==> config.mk <==
export PLATFORM = sky130hd
export DESIGN_NAME = regfile_dump_seq_flat
export DESIGN_NICKNAME = d
export VERILOG_FILES = /design/src/rtl/regfile_dump_seq_if.sv /design/src/rtl/regfile_dump_seq.sv /design/src/flat_wrapper.sv
export SDC_FILE = /design/constraint.sdc
export NUM_CORES = 1
export LEC_CHECK = 0
export CELL_PAD_IN_SITES_DETAIL_PLACEMENT = 1
export CELL_PAD_IN_SITES_GLOBAL_PLACEMENT = 1
export CORE_MARGIN = 5
export CORE_UTILIZATION = 35
export DETAILED_ROUTE_END_ITERATION = 8
export HOLD_SLACK_MARGIN = 0.05
export PLACE_DENSITY_LB_ADDON = 0.1
export SYNTH_ARGS = -nofsm -noshare
export SYNTH_HDL_FRONTEND = slang
export SYNTH_SLANG_ARGS = --single-unit
==> constraint.sdc <==
create_clock -name clk -period 1.9 [get_ports clk]
set_input_delay 0.38 -clock clk [delete_from_list [all_inputs] [get_ports clk]]
set_output_delay 0.38 -clock clk [all_outputs]
set_load 0.05 [all_outputs]
==> src/rtl/regfile_dump_seq_if.sv <==
// Bus bundle between the register-file dump sequencer and its surroundings:
// dump control, pipeline halt handshake, debug register-file read port and
// the byte stream toward the UART transmitter.
//
// Byte stream handshake: tx_data is valid while tx_valid is high; a byte is
// transferred on every rising clock edge where tx_valid and tx_ready are both
// high. Once tx_valid rises, tx_data and tx_valid hold until that transfer.
interface regfile_dump_seq_if #(
    parameter int DATA_W = 32,
    parameter int ADDR_W = 5
);
    logic              start;
    logic              busy;
    logic              done;
    logic              halt_req;
    logic              halt_ack;
    logic [ADDR_W-1:0] rd_addr;
    logic [DATA_W-1:0] rd_data;
    logic [7:0]        tx_data;
    logic              tx_valid;
    logic              tx_ready;

    // Sequencer side
    modport master (
        input  start, halt_ack, rd_data, tx_ready,
        output busy, done, halt_req, rd_addr, tx_data, tx_valid
    );

    // Pipeline / register file / transmitter side
    modport slave (
        output start, halt_ack, rd_data, tx_ready,
        input  busy, done, halt_req, rd_addr, tx_data, tx_valid
    );
endinterface

==> src/rtl/regfile_dump_seq.sv <==
// Register-file dump sequencer: on start, freezes the pipeline, then reads
// every register 0 .. 2**ADDR_W-1 through the debug read port and streams
// each one MSB-first as DATA_W/8 bytes toward a UART transmitter.
// Optional feature: define DUMP_HEADER_EN to prefix the stream with 0xA5.
// dbg_state exposes the FSM state encoding for observation.
module regfile_dump_seq #(
    parameter int DATA_W = 32,
    parameter int ADDR_W = 5
) (
    input  logic                   clk,
    input  logic                   rst_n,
    regfile_dump_seq_if.master     bus,
    output logic [2:0]             dbg_state
);
    localparam int NB   = DATA_W / 8;
    localparam int BC_W = (NB > 1) ? $clog2(NB) : 1;
    localparam logic [BC_W-1:0]   LAST_BYTE = BC_W'(NB - 1);
    localparam logic [ADDR_W-1:0] LAST_IDX  = '1;

    typedef enum logic [2:0] {
        S_IDLE = 3'd0,
        S_HALT = 3'd1,
`ifdef DUMP_HEADER_EN
        S_HDR  = 3'd2,
`endif
        S_LOAD = 3'd3,
        S_SEND = 3'd4,
        S_DONE = 3'd5
    } state_t;

    state_t            state;
    logic [ADDR_W-1:0] idx;
    logic [BC_W-1:0]   byte_cnt;
    logic [DATA_W-1:0] shreg;
    logic [DATA_W-1:0] sh_next;
    logic              busy_r;
    logic              done_r;
    logic              halt_r;
    logic              valid_r;
    logic [7:0]        data_r;

    // Next byte is always taken from the top of the shift register after
    // discarding the byte just accepted.
    always_comb begin
        sh_next = shreg << 8;
    end

    // Dump sequencer; every output is a register updated alongside the state.
    always_ff @(posedge clk or negedge rst_n) begin
        if (!rst_n) begin
            state    <= S_IDLE;
            idx      <= '0;
            byte_cnt <= '0;
            shreg    <= '0;
            busy_r   <= 1'b0;
            done_r   <= 1'b0;
            halt_r   <= 1'b0;
            valid_r  <= 1'b0;
            data_r   <= '0;
        end else begin
            case (state)
                S_IDLE: begin
                    if (bus.start) begin
                        state  <= S_HALT;
                        busy_r <= 1'b1;
                        halt_r <= 1'b1;
                        idx    <= '0;
                    end
                end
                S_HALT: begin
                    if (bus.halt_ack) begin
`ifdef DUMP_HEADER_EN
                        state   <= S_HDR;
                        valid_r <= 1'b1;
                        data_r  <= 8'hA5;
`else
                        state   <= S_LOAD;
`endif
                    end
                end
`ifdef DUMP_HEADER_EN
                S_HDR: begin
                    if (bus.tx_ready) begin
                        valid_r <= 1'b0;
                        state   <= S_LOAD;
                    end
                end
`endif
                S_LOAD: begin
                    shreg    <= bus.rd_data;
                    byte_cnt <= '0;
                    valid_r  <= 1'b1;
                    data_r   <= bus.rd_data[DATA_W-1 -: 8];
                    state    <= S_SEND;
                end
                S_SEND: begin
                    if (bus.tx_ready) begin
                        if (byte_cnt == LAST_BYTE) begin
                            valid_r <= 1'b0;
                            if (idx == LAST_IDX) begin
                                state  <= S_DONE;
                                done_r <= 1'b1;
                            end else begin
                                idx   <= idx + ADDR_W'(1);
                                state <= S_LOAD;
                            end
                        end else begin
                            byte_cnt <= byte_cnt + BC_W'(1);
                            shreg    <= sh_next;
                            data_r   <= sh_next[DATA_W-1 -: 8];
                        end
                    end
                end
                S_DONE: begin
                    done_r <= 1'b0;
                    busy_r <= 1'b0;
                    halt_r <= 1'b0;
                    state  <= S_IDLE;
                end
                default: begin
                    state <= S_IDLE;
                end
            endcase
        end
    end

    assign bus.busy     = busy_r;
    assign bus.done     = done_r;
    assign bus.halt_req = halt_r;
    assign bus.rd_addr  = idx;
    assign bus.tx_data  = data_r;
    assign bus.tx_valid = valid_r;
    assign dbg_state    = state;
endmodule

==> src/flat_wrapper.sv <==
// flat-port wrapper written by rule: the top's interface ports become plain ports
module regfile_dump_seq_flat 
#(
    parameter int DATA_W = 32,
    parameter int ADDR_W = 5
)
  (clk, rst_n, dbg_state, bus_start, bus_halt_ack, bus_rd_data, bus_tx_ready, bus_busy, bus_done, bus_halt_req, bus_rd_addr, bus_tx_data, bus_tx_valid);
  regfile_dump_seq_if #(.DATA_W(DATA_W), .ADDR_W(ADDR_W)) bus_i ();
  input  logic clk;
  input  logic rst_n;
  output logic [2:0] dbg_state;
  input wire logic [$bits(bus_i.start)-1:0] bus_start;
  input wire logic [$bits(bus_i.halt_ack)-1:0] bus_halt_ack;
  input wire logic [$bits(bus_i.rd_data)-1:0] bus_rd_data;
  input wire logic [$bits(bus_i.tx_ready)-1:0] bus_tx_ready;
  output wire logic [$bits(bus_i.busy)-1:0] bus_busy;
  output wire logic [$bits(bus_i.done)-1:0] bus_done;
  output wire logic [$bits(bus_i.halt_req)-1:0] bus_halt_req;
  output wire logic [$bits(bus_i.rd_addr)-1:0] bus_rd_addr;
  output wire logic [$bits(bus_i.tx_data)-1:0] bus_tx_data;
  output wire logic [$bits(bus_i.tx_valid)-1:0] bus_tx_valid;
  assign bus_i.start = bus_start;
  assign bus_i.halt_ack = bus_halt_ack;
  assign bus_i.rd_data = bus_rd_data;
  assign bus_i.tx_ready = bus_tx_ready;
  assign bus_busy = bus_i.busy;
  assign bus_done = bus_i.done;
  assign bus_halt_req = bus_i.halt_req;
  assign bus_rd_addr = bus_i.rd_addr;
  assign bus_tx_data = bus_i.tx_data;
  assign bus_tx_valid = bus_i.tx_valid;
  regfile_dump_seq #(.DATA_W(DATA_W), .ADDR_W(ADDR_W)) u_core (.clk(clk), .rst_n(rst_n), .bus(bus_i), .dbg_state(dbg_state));
endmodule
-- Word-level counts from Yosys, hierarchy flattened
Cells that the tools add are included.
- latch bits: 0
- output and inout bits: 20
- bits in registers: 45
- memory bits (read-only): 0
- memories kept: 0
- bits of input ports: 37
- word-level logic and storage cells: 63
- memory bits (writable): 0
- add/subtract/negate cells: 2
- $lt $le $gt $ge: 0
- reductions and logical operators: 11
- multiply operators: 0
- shift-type cells: 0
- div/mod/pow operators: 0
- multiplexer cells: 29
- bitwise gates (word level): 0
- eq/ne operators: 13
- operator list (operator ; count):
    two-way mux 24 bit ; 2
    case mux 24 bit (2 select lines) ; 1
    two-way mux 5 bit ; 4
    two-way mux 8 bit ; 2
    case mux 8 bit (2 select lines) ; 1
    two-way mux 3 bit ; 5
    case mux 3 bit (4 select lines) ; 1
    inequality test 2 bit (second input constant) ; 5
    case mux 5 bit (2 select lines) ; 1
    AND reduction 4 bit ; 2
    nonzero test 2 bit ; 4
    == test 3 bit (second input constant) ; 2
    two-way mux 1 bit ; 6
    case mux 1 bit (2 select lines) ; 3
    AND reduction 3 bit ; 2
    adder 5 x 1 -> 5 bit (second input constant) ; 1
    == test 5 bit (second input constant) ; 1
    AND reduction 5 bit ; 1
    two-way mux 2 bit ; 2
    inequality test 2 x 1 -> 1 bit (second input constant) ; 2
    case mux 2 bit (2 select lines) ; 1
    == test 3 x 1 -> 1 bit (second input constant) ; 1
    == test 3 x 2 -> 1 bit (second input constant) ; 1
    zero test 3 bit ; 1
    other kinds (3) ; 3

-- Depth between registers and ports, before layout
Gate-level depths: netlist of the first run.
- word-level depth: 5
- depth in mapped cells: 7
- depth with buffers taken out: 6

-- Least setup slack after synthesis of the first run
No wires, ideal clock.
- path kind: flip-flop to flip-flop
- start: register u_core.state[0], in the netlist u_core.dbg_state[0]
- end: register u_core.shreg[13]
- data arrival time: 2012 ps
- slack: -239 ps
- library setup time: 127 ps
- cell stages (with the launch flop): 6
- period minus slack after synthesis: 2139 ps
- buffers on the path: 2
- required time: 1773 ps
- cells stage by stage: dfrtp_1 buf_2 nor3b_4 buf_2 mux2_2 mux2_1
- word-level cells in the longest chain between the ends: 3
- elaborated cells between the ends (all ways): 7
- classes of those cells: eq/ne: 4; mux: 1; reduce/logical: 2
- ends and longest elaborated chain (item ; RTL line ; source):
    from (decl) ; regfile_dump_seq.sv:31 ; state_t state;
    from (signal assigned) ; regfile_dump_seq.sv:51 ; state <= S_IDLE;
    from (signal assigned) ; regfile_dump_seq.sv:64 ; state <= S_HALT;
    from (signal assigned) ; regfile_dump_seq.sv:77 ; state <= S_LOAD;
    == test 3 bit or == test 3 x 2 -> 1 bit (tied branches) ; regfile_dump_seq.sv:61 ; case (state)
    inequality test 2 bit (no line) or nonzero test 2 bit (tied branches) ; n/a ;
    AND reduction 3 bit (no line) ; n/a ;
    to (signal assigned) ; regfile_dump_seq.sv:90 ; shreg <= bus.rd_data;
    to (signal assigned) ; regfile_dump_seq.sv:109 ; shreg <= sh_next;
    to (decl) ; regfile_dump_seq.sv:34 ; logic [DATA_W-1:0] shreg;
Parallel ways exist; a longest one is shown, timed or not.
A chain may end at the register's enable or synchronous reset.

-- Worst setup path in the final report of the first run
- start: register u_core.data_r[4], in the netlist u_core.bus.tx_data[4]
- end: output bus_tx_data[4]
- RTL lines (item ; RTL line ; source):
    from (decl) ; regfile_dump_seq.sv:40 ; logic [7:0] data_r;
    from (signal assigned) ; regfile_dump_seq.sv:93 ; data_r <= bus.rd_data[DATA_W-1 -: 8];
    from (signal assigned) ; regfile_dump_seq.sv:110 ; data_r <= sh_next[DATA_W-1 -: 8];
    to (decl) ; flat_wrapper.sv:20 ; output wire logic [$bits(bus_i.tx_data)-1:0] bus_tx_data;
No word-level cell between the ends.

==> results.md, run 1 <==
* Vias after detailed routing at 1,582
* Cell variety after synth at 38
* Sw power at 0.00169 W
* Syn_area_per_cell at 13.2 um2
* Fraction of the yosys area taken by sequential cells at 50.9%
* Met3 WL at around 290 um
* Fillers at about 640
* Yosys top cell area share at 50.9%
* Slew headroom at 61.5%
* Pwr dens at 1430 nW/um2
* Worst-Skew Late Latency at 0.30 ns
* Req. time, crit path at around 1.5 ns
* Most common cell after layout, fill and taps aside: clkdlybuf4s50_1
* Placer Congestion at between 0.7 and 0.8
* Fin crit share at a little over nine tenths
* Layout area overhead at 40.1%
* Buf/Inv on CP at 1
* Internal cell power at ~0.0027 W
* Final Setup Violations at 0
* Hold Path Class: in -> async
* RSZ-0062 raised after global routing: no
* Mapped Area at roughly 2200 um2
* Worst-path cell chain: clkdlybuf4s50_1
* EDFF count, synth at 0
* Asr flop ratio synth at 100%
* Place WS at -0.106 ns
* Core Region at 6240 um2
* DR top layer: met4
* Clk root buf: clkbuf_8
* Leak pwr at approximately 1.4 nW
* Comb pwr share at between 50% and 60%
* CTS max path bufs at 2
* Final core utilization at between 40% and 50%
* WP data arrival at roughly 1.5 ns
* Global-route wire length before repair at between 8000 and 9000 um
* Sequential Power Share at a little under two fifths
* Outcome: complete, no violations
* Metal-1 WL at roughly 2500 um
* Hpwl dp at approximately 4100 um
* Max Cap Viol at 0
* Crit path max-delay cell type: clkdlybuf4s50_1
* Area leader, netlist: dfrtp_1
* Share of cells above drive strength 1 at 37.7%
* Max Transition Viols Final at 0
* Crit path max-delay family: buffers and inverters
* DR iter-0 viols at just under 70
* Net Sw Frac at between 30% and 40%
* Post-Synthesis Cells at ~170
* Die Y at around 90 um
* Clock power share at 13.0%
* Fmax at between 0.5 and 0.6 GHz
* Skew final at approximately 0.0034 ns
* CTS Sinks at 45
* Worst IR Drop VDD at 0.000966 V
* Fin. Hold Viols at 0
* Total track usage at between 10% and 20%
* IO Pins at 57
* Initial core utilization at between 30% and 40%
* WL final at roughly 5400 um
* Total CTS buffers at 5
* Synth Flop Type: dfrtp_1
* Initial DRT Pass Iterations at 4
* Seq cells post-synth at between 40 and 50
* DIE WIDTH at 89.5 um
* Net count after synthesis at approximately 210
* Initial antenna violation count at 0
* Critical path endpoint category: primary output
* Routed met2 length at 2610 um
* Worst-Margin Slew at ~0.58 ns
* Top area cells in the synthesized netlist: dfrtp_1 (51%), mux2_2 (15%), mux2_1 (9.7%)
* Drt drc at 0
* Drt wl/cell at 17.8 um
* CTS tree: done
* Number of global-route vias before repair at ~1,700
* Worst Path Max Fanout at 2
* Port Buf Inserts at 56
* Total gr overflow at 0
* Setup crit start kind: flip-flop
* Crit path kind: reg -> out
* Pin count of the biggest net entering global routing at 26
* H-tree levels at 2
* Setup tns final at 0 ns
* Die area at 8010 um2
* Layout Nets at 267
* Synth warnings at 0
* Via density at approximately 5.2
* Hold Slack at 0.0717 ns
* Most frequent cells in the layout: clkdlybuf4s50_1 (41), dfrtp_1 (40), mux2_4 (38)
* Antenna Cells at 0
* Cts-stage hold buffer count at 0
* Post-layout min period at approximately 1.9 ns
* R2r setup slk at ~0.12 ns
* Slowest stage delay, CP at slightly above 0.8 ns
* Minimum setup slack in the final design at a little under 0.05 ns
* Clock transition at the registers of the reported paths at 0.08 ns
* Num rows at 29
* Routed Antenna Nets at 0
-- power by group through the flow --
| stage | clock (W) | sequential, W | combinational [W] |
|---|---|---|---|
| final | 0.000576 | 0.00163 | 0.00222 |
| after floorplan | 0 | 0.00206 | 0.00122 |
| after detailed placement | 0 | 0.00166 | 0.00224 |
| after CTS | 0.000600 | 0.00164 | 0.00225 |
| after global routing | 0.000637 | 0.00168 | 0.00236 |
| after global placement | 0 | 0.00163 | 0.00218 |
-- stage by stage --
step                std cells  instance area (um2)  power (W)
finish                    305                 3100    0.00443
CTS                       305                 3090    0.00448
floorplan                 167                 2380    0.00328
global route              305                 3100    0.00468
global placement          297                 3010    0.00381
detailed placement        297                 3010    0.00390
-- worst paths after layout --
| path | start | end | cells after the start |
|---|---|---|---|
| worst max register to register | u_core.bus.rd_addr[0] | u_core.bus.rd_addr[0] | 6 |
| max in group asynchronous | rst_n | u_core.dbg_state[2] | 2 |
| worst min register to register | u_core.byte_cnt[0] | u_core.byte_cnt[0] | 1 |
| worst max-delay path | u_core.bus.tx_data[4] | bus_tx_data[4] | 1 |
| worst min-delay path | rst_n | u_core.bus.done | 1 |
| min in group clk | u_core.byte_cnt[0] | u_core.byte_cnt[0] | 1 |
-- registers in the layout, indices dropped and copies added (netlist names) --
name and count:
u_core.bus.done 1, u_core.bus.rd_addr 5, u_core.bus.busy 1, u_core.byte_cnt 2, u_core.dbg_state 3, u_core.bus.tx_valid 1
u_core.bus.tx_data 8, u_core.shreg 24
-- timing repair --
| action | 4_1_cts | 5_1_grt |
|---|---|---|
| gates resized for setup | 0 | 4 |
| setup endpoints to repair | 0 | 13 |
| setup buffers | 0 | 0 |
-- per-layer routing --
| metal | track usage [%] | up-vias |
|---|---|---|
| li1 | - | 740 |
| met1 | 19.2 | 796 |
| met2 | 22.9 | 44 |
| met3 | 3.32 | 2 |
| met4 | 3.65 | 0 |
| met5 | 0 | - |
-- cells in the mapped netlist, types with 2 or more instances --
| master | count |
|---|---|
| o21ai_0 | 4 |
| nor2b_1 | 2 |
| buf_8 | 2 |
| clkbuf_1 | 3 |
| a22o_1 | 8 |
| a21oi_1 | 4 |
| buf_4 | 4 |
| nand3b_1 | 3 |
| mux2_2 | 29 |
| nand2_1 | 2 |
| mux2_1 | 19 |
| ha_1 | 3 |
| buf_2 | 2 |
| and3b_1 | 2 |
| and3_1 | 2 |
| a32o_1 | 2 |
| nand3_1 | 4 |
| inv_1 | 3 |
| a31oi_1 | 3 |
| nand4_1 | 2 |
| dfrtp_1 | 45 |
| o211ai_1 | 3 |
-- logic make-up (layout without fill, tap and decap cells) --
family                     Yosys count  after routing  synth area share, %
adders and majority gates            3              3                 1.70
DFF                                 45             45                 50.9
AOI/OAI and AO/OA                   31             31                 10.4
muxes                               49             49                 24.9
buffers and inverters               15             76                 4.69
and+or+nand+nor                     24             24                 7.41
-- layout make-up --
cell class	count	area (um2)	share of cell area [%]
Clock buffer	8	80.1	2.58
Inverter	3	11.3	0.363
Multi-Input combinational cell	107	1140	36.7
Sequential cell	45	1130	36.5
Tap cell	77	96.3	3.11
Timing Repair Buffer	65	643	20.8
(Power assumes the default switching activity.)
==> run 2: changes to the inputs <==
clock period = 1.55 ns   (was 1.9 ns; I/O delays follow)
==> run 2 against run 1 <==
Against the previous run: the run now ends with setup timing left; die area is the same; power grew 45%; global-route usage grew 2.6 points; sequential power grew 29%; clock skew grew 0.0017 ns; hold slack gained 0.39 ns; utilization grew 9.4 points; largest cell class unchanged; highest routed layer unchanged.
==> results.md, run 2 (same netlist as run 1, synthesis figures left out) <==
* Final non-filler cell total at 330 (+8.2%)
* Pwr dens at 1750 nW/um2 (+22%)
* Leak pwr at 1.64 nW (+19%)
* Drt drc at 0 (unchanged)
* Total CTS buffers at 5 (unchanged)
* Routed Antenna Nets at 0 (unchanged)
* DIE WIDTH at 89.5 um (unchanged)
* Most frequent cells in the layout: mux2_4 (46), dfrtp_1 (38), clkdlybuf4s50_1 (35)
* RSZ-0062 raised after global routing: yes
* Critical Path Most Common Cell: mux2_4
* Reg with most FFs: u_core.shreg
* H-tree levels at 2 (unchanged)
* Failing checks: setup timing
* Worst IR Drop VDD at 0.00121 V (+25%)
* Core Region at 6240 um2 (unchanged)
* Placed cells at 308 (+3.7%)
* Die area at 8010 um2 (unchanged)
* CTS max path bufs at 2 (unchanged)
* Final Power at 0.00643 W (+45%)
* Fin crit share at 107%
* Max reg flops at 24 (unchanged)
* Post-route cell area at 3680 um2 (+19%)
* Setup crit start kind: flip-flop
* Layout area overhead at 66.5%
* Initial antenna violation count at 0 (unchanged)
* CTS tree: done
* Die Y at 89.5 um (unchanged)
* Hpwl dp at 4500 um (+10%)
* WP data arrival at 1.84 ns (+0.37 ns)
* Outcome: finished with violations
* Skew final at 0.00511 ns (+0.00172 ns)
* Critical path endpoint category: flip-flop
* Clock transition at the registers of the reported paths at 0.09 ns (about the same)
* Slowest stage delay, CP at 0.44 ns (-0.37 ns)
* Initial DRT Pass Iterations at 4 (unchanged)
* Buf/Inv on CP at 2 (+1)
* Initial core utilization at 35.4% (unchanged)
* Minimum setup slack in the final design at -0.105 ns (-0.154 ns)
* Layout Nets at 292 (+9.4%)
* Post-layout min period at between 1.5 and 2 ns
* CTS Sinks at 45 (unchanged)
* WL final at 6460 um (+19%)
* Fmax at 0.604 GHz
* Worst Path Max Fanout at 9 (+7)
* Share of cells above drive strength 1 at 51.4% (+14 points)
* Max Transition Viols Final at 0 (unchanged)
* Hold Slack at 0.461 ns (+0.389 ns)
* Clk root buf: clkbuf_8
* Antenna Cells at 0 (unchanged)
* Final Setup Violations at 28 (+28)
* Crit path max-delay family: multiplexers
* Max Cap Viol at 0 (unchanged)
* Slew headroom at 70.9% (+9.4 points)
* Crit path kind: reg -> reg
* Num rows at 29 (unchanged)
* Vias after detailed routing at 1,714 (+8.3%)
* Number of global-route vias before repair at 1,874 (+10%)
* Worst-Margin Slew at 0.436 ns (-0.143 ns)
* Worst-path cell chain: nor3b_4 > buf_4 > buf_16 > mux2_4 > mux2_4
* Hold Path Class: in -> async
* Final core utilization at 59.0% (+9.4 points)
* Port Buf Inserts at 56 (unchanged)
* Most common cell after layout, fill and taps aside: mux2_4
* Placer Congestion at 0.716 (-9.4%)
* Req. time, crit path at 1.74 ns (+0.22 ns)
* DR iter-0 viols at 57 (-17%)
* Global-route wire length before repair at 10,000 um (+18%)
* IO Pins at 57 (unchanged)
* Via density at 5.19 (+0.14%)
* Total track usage at 16.7% (+2.6 points)
* Drt wl/cell at 19.6 um (+10%)
* Pin count of the biggest net entering global routing at 19 (-27%)
* Total gr overflow at 0 (unchanged)
* Worst-Skew Late Latency at 0.30 ns (about the same)
* Fin. Hold Viols at 0 (unchanged)
* Crit path max-delay cell type: dfrtp_2
* Placed cell areas at 3340 um2 (+11%)
## run 2: cell types whose count changed in the layout (fill, tap and decap cells not counted), sizes merged
| cell | change |
|---|---|
| buf | +30 |
| clkdlybuf4s50 | -6 |
| clkinv | +3 |
| clkbuf | -2 |
| dlygate4sd3 | +1 |
| dlymetal6s2s | -1 |
## run 2: layout make-up
| class | count | area, um2 |
|---|---|---|
| multi-input cells | 107 | 1220 |
| flip-flops and latches | 45 | 1130 |
| clock buffers | 5 | 68.8 |
| well taps | 77 | 96.3 |
| clock inverters | 3 | 22.5 |
| repair buffers | 90 | 1130 |
| inverters | 3 | 11.3 |
| fillers | 619 | 2560 |
## run 2: final timing paths
path / start / to / slack, ns / cells after the start
setup / recovery: u_core.dbg_state[0] / u_core.shreg[23] / -0.10 / 5
hold / removal: rst_n / u_core.bus.busy / 0.46 / 2
setup reg to reg: u_core.dbg_state[0] / u_core.shreg[23] / -0.10 / 5
hold reg to reg: u_core.byte_cnt[0] / u_core.byte_cnt[0] / 0.49 / 1
max in group asynchronous: rst_n / u_core.bus.tx_data[3] / 0.50 / 3
min in group clk: u_core.byte_cnt[0] / u_core.byte_cnt[0] / 0.49 / 1
## run 2: repair_timing
action,in CTS,in global routing
buffers inserted,7,3
pin swaps,7,5
hold endpoints to repair,14,0
resized for setup,15,10
endpoints found under the setup margin,39,41
cloned,2,1
hold buffers,1,0
## run 2: per-stage QoR
stage / setup slack (ns) / TNS (ns)
after floorplan: -0.407 / -11.17
after global placement: -0.240 / -5.84
after detailed placement: -0.290 / -6.94
after CTS: -0.110 / -1.97
after global routing: -0.147 / -3.82
final: -0.105 / -2.39
## run 2: power breakdown
group / leakage (nW) / switching (W) / total, W / internal, W
Clock: 0.0481 / 0.000435 / 0.000756 / 0.000321
Combinational: 1.05 / 0.00152 / 0.00356 / 0.00204
Sequential: 0.545 / 0.000435 / 0.00211 / 0.00168
Total: 1.64 / 0.00239 / 0.00643 / 0.00404
## run 2: metal layers
layer  GRT usage [%]  part of all wire (%)  vias up
met5               0                     0        -
met4            5.95                   1.2        0
met3            3.96                   5.0        6
met2            28.9                    52       46
met1            20.4                    42      871
li1                -                     -      791
